===== src/rtl/sprite_loader.sv =====
// Sprite image writer: takes a valid/ready word stream (width, height, pixels)
// and writes it row-major into sprite memory, one registered write per word.
module sprite_loader #(
  parameter int ADDR_W = 10,
  parameter int DATA_W = 16,
  parameter int DEPTH  = 1024
) (
  input  logic              clk,
  input  logic              rst,
  input  logic              start,
  input  logic              s_valid,
  input  logic [DATA_W-1:0] s_data,
  output logic              s_ready,
  output logic              wr_en,
  output logic [ADDR_W-1:0] wr_addr,
  output logic [DATA_W-1:0] wr_data,
  output logic [15:0]       sprite_width,
  output logic [15:0]       sprite_height,
  output logic              busy,
  output logic              done,
  output logic              err
);

  typedef enum logic [2:0] {
    IDLE,
    HDR_W,
    HDR_H,
    PIXELS,
    ERR
  } state_t;

  state_t            state_q;
  logic              s_ready_q;
  logic              wr_en_q;
  logic [ADDR_W-1:0] wr_addr_q;
  logic [DATA_W-1:0] wr_data_q;
  logic [15:0]       width_q;
  logic [15:0]       height_q;
  logic              busy_q;
  logic              done_q;
  logic              err_q;
  logic [ADDR_W-1:0] idx_q;
  logic [ADDR_W-1:0] rem_q;

  logic        xfer;
  logic [15:0] word_d;
  logic [31:0] prod_d;
  logic        size_bad_d;

  assign xfer   = s_valid & s_ready_q;
  assign word_d = s_data[15:0];
  // Full 32-bit product so huge headers cannot alias into a legal size
  assign prod_d = {16'd0, width_q} * {16'd0, word_d};
  assign size_bad_d = (width_q == 16'd0) || (word_d == 16'd0) ||
                      (prod_d > 32'(DEPTH - 2));

  always_ff @(posedge clk) begin
    if (!rst) begin
      state_q   <= IDLE;
      s_ready_q <= 1'b0;
      wr_en_q   <= 1'b0;
      wr_addr_q <= '0;
      wr_data_q <= '0;
      width_q   <= '0;
      height_q  <= '0;
      busy_q    <= 1'b0;
      done_q    <= 1'b0;
      err_q     <= 1'b0;
      idx_q     <= '0;
      rem_q     <= '0;
    end else begin
      wr_en_q <= xfer;
      done_q  <= 1'b0;
      if (xfer) begin
        wr_addr_q <= idx_q;
        wr_data_q <= s_data;
        idx_q     <= idx_q + 1'b1;
      end
      unique case (state_q)
        IDLE, ERR: begin
          if (start) begin
            state_q   <= HDR_W;
            s_ready_q <= 1'b1;
            busy_q    <= 1'b1;
            err_q     <= 1'b0;
            idx_q     <= '0;
          end
        end
        HDR_W: begin
          if (xfer) begin
            width_q <= word_d;
            state_q <= HDR_H;
          end
        end
        HDR_H: begin
          if (xfer) begin
            height_q <= word_d;
            if (size_bad_d) begin
              state_q   <= ERR;
              err_q     <= 1'b1;
              busy_q    <= 1'b0;
              s_ready_q <= 1'b0;
            end else begin
              rem_q   <= prod_d[ADDR_W-1:0];
              state_q <= PIXELS;
            end
          end
        end
        PIXELS: begin
          if (xfer) begin
            rem_q <= rem_q - 1'b1;
            if (rem_q == ADDR_W'(1)) begin
              state_q   <= IDLE;
              done_q    <= 1'b1;
              busy_q    <= 1'b0;
              s_ready_q <= 1'b0;
            end
          end
        end
        default: state_q <= IDLE;
      endcase
    end
  end

  assign s_ready       = s_ready_q;
  assign wr_en         = wr_en_q;
  assign wr_addr       = wr_addr_q;
  assign wr_data       = wr_data_q;
  assign sprite_width  = width_q;
  assign sprite_height = height_q;
  assign busy          = busy_q;
  assign done          = done_q;
  assign err           = err_q;

endmodule

===== config.mk =====
export PLATFORM = sky130hd
export DESIGN_NAME = sprite_loader
export DESIGN_NICKNAME = d
export VERILOG_FILES = /design/src/rtl/sprite_loader.sv
export SDC_FILE = /design/constraint.sdc
export NUM_CORES = 1
export LEC_CHECK = 0
export BUFFER_PORTS_ARGS = -buffer_cell sky130_fd_sc_hd__buf_2
export CORE_ASPECT_RATIO = 1.75
export CORE_MARGIN = 4
export CORE_UTILIZATION = 45
export DETAILED_ROUTE_END_ITERATION = 6
export PLACE_DENSITY = 0.74
export SYNTH_ARGS = -nofsm -noshare
export SYNTH_HDL_FRONTEND = slang
export SYNTH_SLANG_ARGS = --single-unit

===== constraint.sdc =====
create_clock -name clk -period 11.6 [get_ports clk]
set_clock_uncertainty 0.05 [all_clocks]
set_input_delay 1.16 -clock clk [delete_from_list [all_inputs] [get_ports clk]]
set_output_delay 1.16 -clock clk [all_outputs]
set_load 0.01 [all_outputs]

==> summary.txt <==
GRT
  – Antenna violations before repair: 0
  – Vias in the first global route: 11500
  – Total GRT Usage: 24.2%
  – First-pass GRT wire length: 59100 um
  – Largest net degree at the start of global routing: 65
  – Congestion Overflow GR: 0

Synthesis
  – Synth Warn #: 0
  – Sequential share of the synthesized area: 13.5%
  – Syn nets: 1866
  – Post-synthesis cell area: 0.0126 mm^2
  – Register bit total from synthesis: 85
  – Yosys cell types: 69
  – Synth top area share: 30.9%
  – Synth top area cells: fa_1 31%, dfxtp_1 14%, ha_1 11%, nand2_1 9.1%, inv_1 7.0%
  – Fraction of registers with async set/reset: 0%
  – Synth Flop Type: dfxtp_1
  – Post-Synthesis Cells: 1545
  – Number of synthesized flops with an enable pin: 0
  – Cell taking the most area after synthesis: fa_1
  – Syn avg cell area: 8.13 um^2

Flow run
  – Max-cap violations: 0

Clocking
  – Post_cts resized: 0
  – # clock sinks: 85
  – Clk buf depth: 2
  – CTS Root Cell: clkbuf_16
  – Clk_lat worst skew: 0.35 ns
  – Clock slew at reported path FFs: 0.07 ns
  – TritonCTS Buffers: 9
  – Postcts setup bufs: 0
  – H-tree Lvls: 3
  – Hold Buf Count CTS: 0
  – CTS tree: done

Finish
  – Share of cells above drive strength 1: 7.82%
  – Most frequent cells in the layout: 305 x nand2_1, 234 x inv_1, 194 x fa_1, 123 x and2_1, 107 x ha_1
  – Layout area overhead: 6.62%
  – Commonest non-fill, non-tap cell in the layout: nand2_1
  – Antenna diode count: 0
  – Fin nets: 1863

Worst hold path
  – Hold depth: 2
  – Worst Hold End: wr_addr[0]$_SDFFE_PN0P_
  – Critical hold path startpoint: wr_addr[0]$_SDFFE_PN0P_
  – Hold Path Class: register to register

Place
  – Port bufs: 82
  – Placer Congestion: 0.930
  – Detailed Place HPWL: 28400 um

Power
  – PD cells: 59.3 mW/mm^2
  – Power, Total: 0.794 mW
  – VDD IR max: 0.0712 mV
  – LEAKAGE: 6.39 nW

Die
  – Starting density of the core: 45.8%
  – Core area: 0.0274 mm^2
  – Die Wd: 134 um
  – Io pins: 83
  – Num rows: 80
  – DIE HEIGHT: 229 um
  – Die Area: 0.0308 mm^2

Worst setup path
  – Reg2reg end: state_q[1]$_SDFFE_PN0P_
  – Critical path class: input port to register
  – FF-to-FF setup slack: 3.69 ns
  – CP startpoint kind: input port
  – Crit path cell chain: buf_2, nand2_1, fa_1, inv_1, fa_1, inv_1, fa_1, inv_1, fa_1, fa_1, inv_1, fa_1, inv_1, ha_1, and4_1, nor2b_1, a22oi_2, a21oi_1, o32ai_1, a2111oi_0, and4_1, nand4_1, o21ai_0, nor4b_1
  – Start point of the critical path: s_data[9]
  – CP max stage delay: 0.58 ns
  – Worst EP arrival: 8.36 ns
  – Critical path's most frequent cell: fa_1
  – Worst r2r src: sprite_width[8]$_SDFFE_PN0P_
  – Worst path required time: 11.78 ns
  – Critical path peak fanout: 20
  – Crit path max-delay cell type: fa_1
  – Register-to-Register Path Depth: 21
  – Worst setup EP type: register

STA
  – Slew @ Worst Pin: 1.16 ns
  – Max_slew headroom: 22.0%
  – Fin crit share: 70.5%
  – Minimum clock period: 8.18 ns
  – Final hold vios: 0
  – Final setup viols: 0
  – Setup TNS: 0 ns
  – Maximum achievable frequency: 122 MHz
  – Unrepaired setup endpoints after global routing: no
  – Final Slew Violations: 0

Drt
  – Routed WL per cell: 19.1 um
  – DR pass1 iterations: 7
  – Total vias in the final route: 10800
  – Total routed wirelength: 36600 um
  – Vias per cell: 5.66
  – Drt initial violations: 756
  – # DRC: 0
  – ANT nets after route: 0

Status
  – Status: finished, final reports clean
stage by stage:
step                cells  hold slack (ns)  area, um^2  util (%)  setup WS (ns)
global route         1916            0.421       13400      48.8           3.08
detailed placement   1900            0.395       13100      47.7           3.10
global placement     1900            0.390       13100      47.7           3.19
CTS                  1916            0.405       13400      48.8           3.47
finish               1916            0.403       13400      48.8           3.42
floorplan            1545            0.394       12600         -           3.82
worst max-delay path: cells and delay by family:
kind	cells	cell delay [ns]
buf+inv	6	0.67
compound gates	5	1.36
fa+ha+maj	7	3.60
simple gates	6	1.54
sequential cells by signal, indices dropped and copies added (netlist names):
signal and count:
wr_addr 10, state_q 3, err 1, idx_q 10, busy 1, wr_en 1
wr_data 16, sprite_width 16, sprite_height 16, done 1, rem_q 10
where the power goes:
part	leakage (nW)	total (mW)	internal, mW	switching, mW
combinational	5.56	0.197	0.0661	0.131
clock	0.142	0.292	0.153	0.139
sequential	0.687	0.305	0.296	0.00868
layout make-up:
| class | count | area [um^2] |
|---|---|---|
| Timing Repair Buffer | 93 | 493 |
| Multi-Input combinational cell | 1118 | 9550 |
| Clock buffer | 9 | 225 |
| Clock inverter | 7 | 78.8 |
| Sequential cell | 85 | 1700 |
| Inverter | 235 | 882 |
| Tap cell | 369 | 462 |
| Fill cell | 2664 | 14000 |
layer usage:
metal	share of wire, %	global-route usage [%]	vias to the layer above
met3	5.8	3.16	205
met1	32	24.5	5287
met2	53	44.3	499
met5	0	0	-
li1	-	-	4847
met4	9.1	17.6	0
cells in the mapped netlist (13+ instances only):
library cell  number
nor4_1            13
clkbuf_1          94
and2_1           123
fa_1             194
o21ai_0           38
nand2_1          305
inv_1            234
xnor2_1           14
nor2_1            41
a21oi_1           95
nand4_1           13
dfxtp_1           85
ha_1             107
worst max path at each step:
stage / slack, ns / cells past startpoint / endpoint
finish: 3.42 / 24 / state_q[1]$_SDFFE_PN0P_
global route: 3.08 / 23 / state_q[1]$_SDFFE_PN0P_
CTS: 3.47 / 24 / rem_q[7]$_SDFFE_PN0P_
detailed placement: 3.10 / 24 / rem_q[7]$_SDFFE_PN0P_
global placement: 3.19 / 24 / rem_q[7]$_SDFFE_PN0P_
floorplan: 3.82 / 27 / rem_q[7]$_SDFFE_PN0P_
kinds of logic after synthesis:
kind of cell    after synthesis  share of synthesized area [%]
compound gates              222                           11.0
fa+ha+maj                   301                           41.6
mux                           1                         0.0797
flops                        85                           13.5
xor+xnor                     25                           1.74
buf+inv                     342                           10.4
simple gates                569                           21.6
Note: power is estimated with default switching activity, not from simulation.
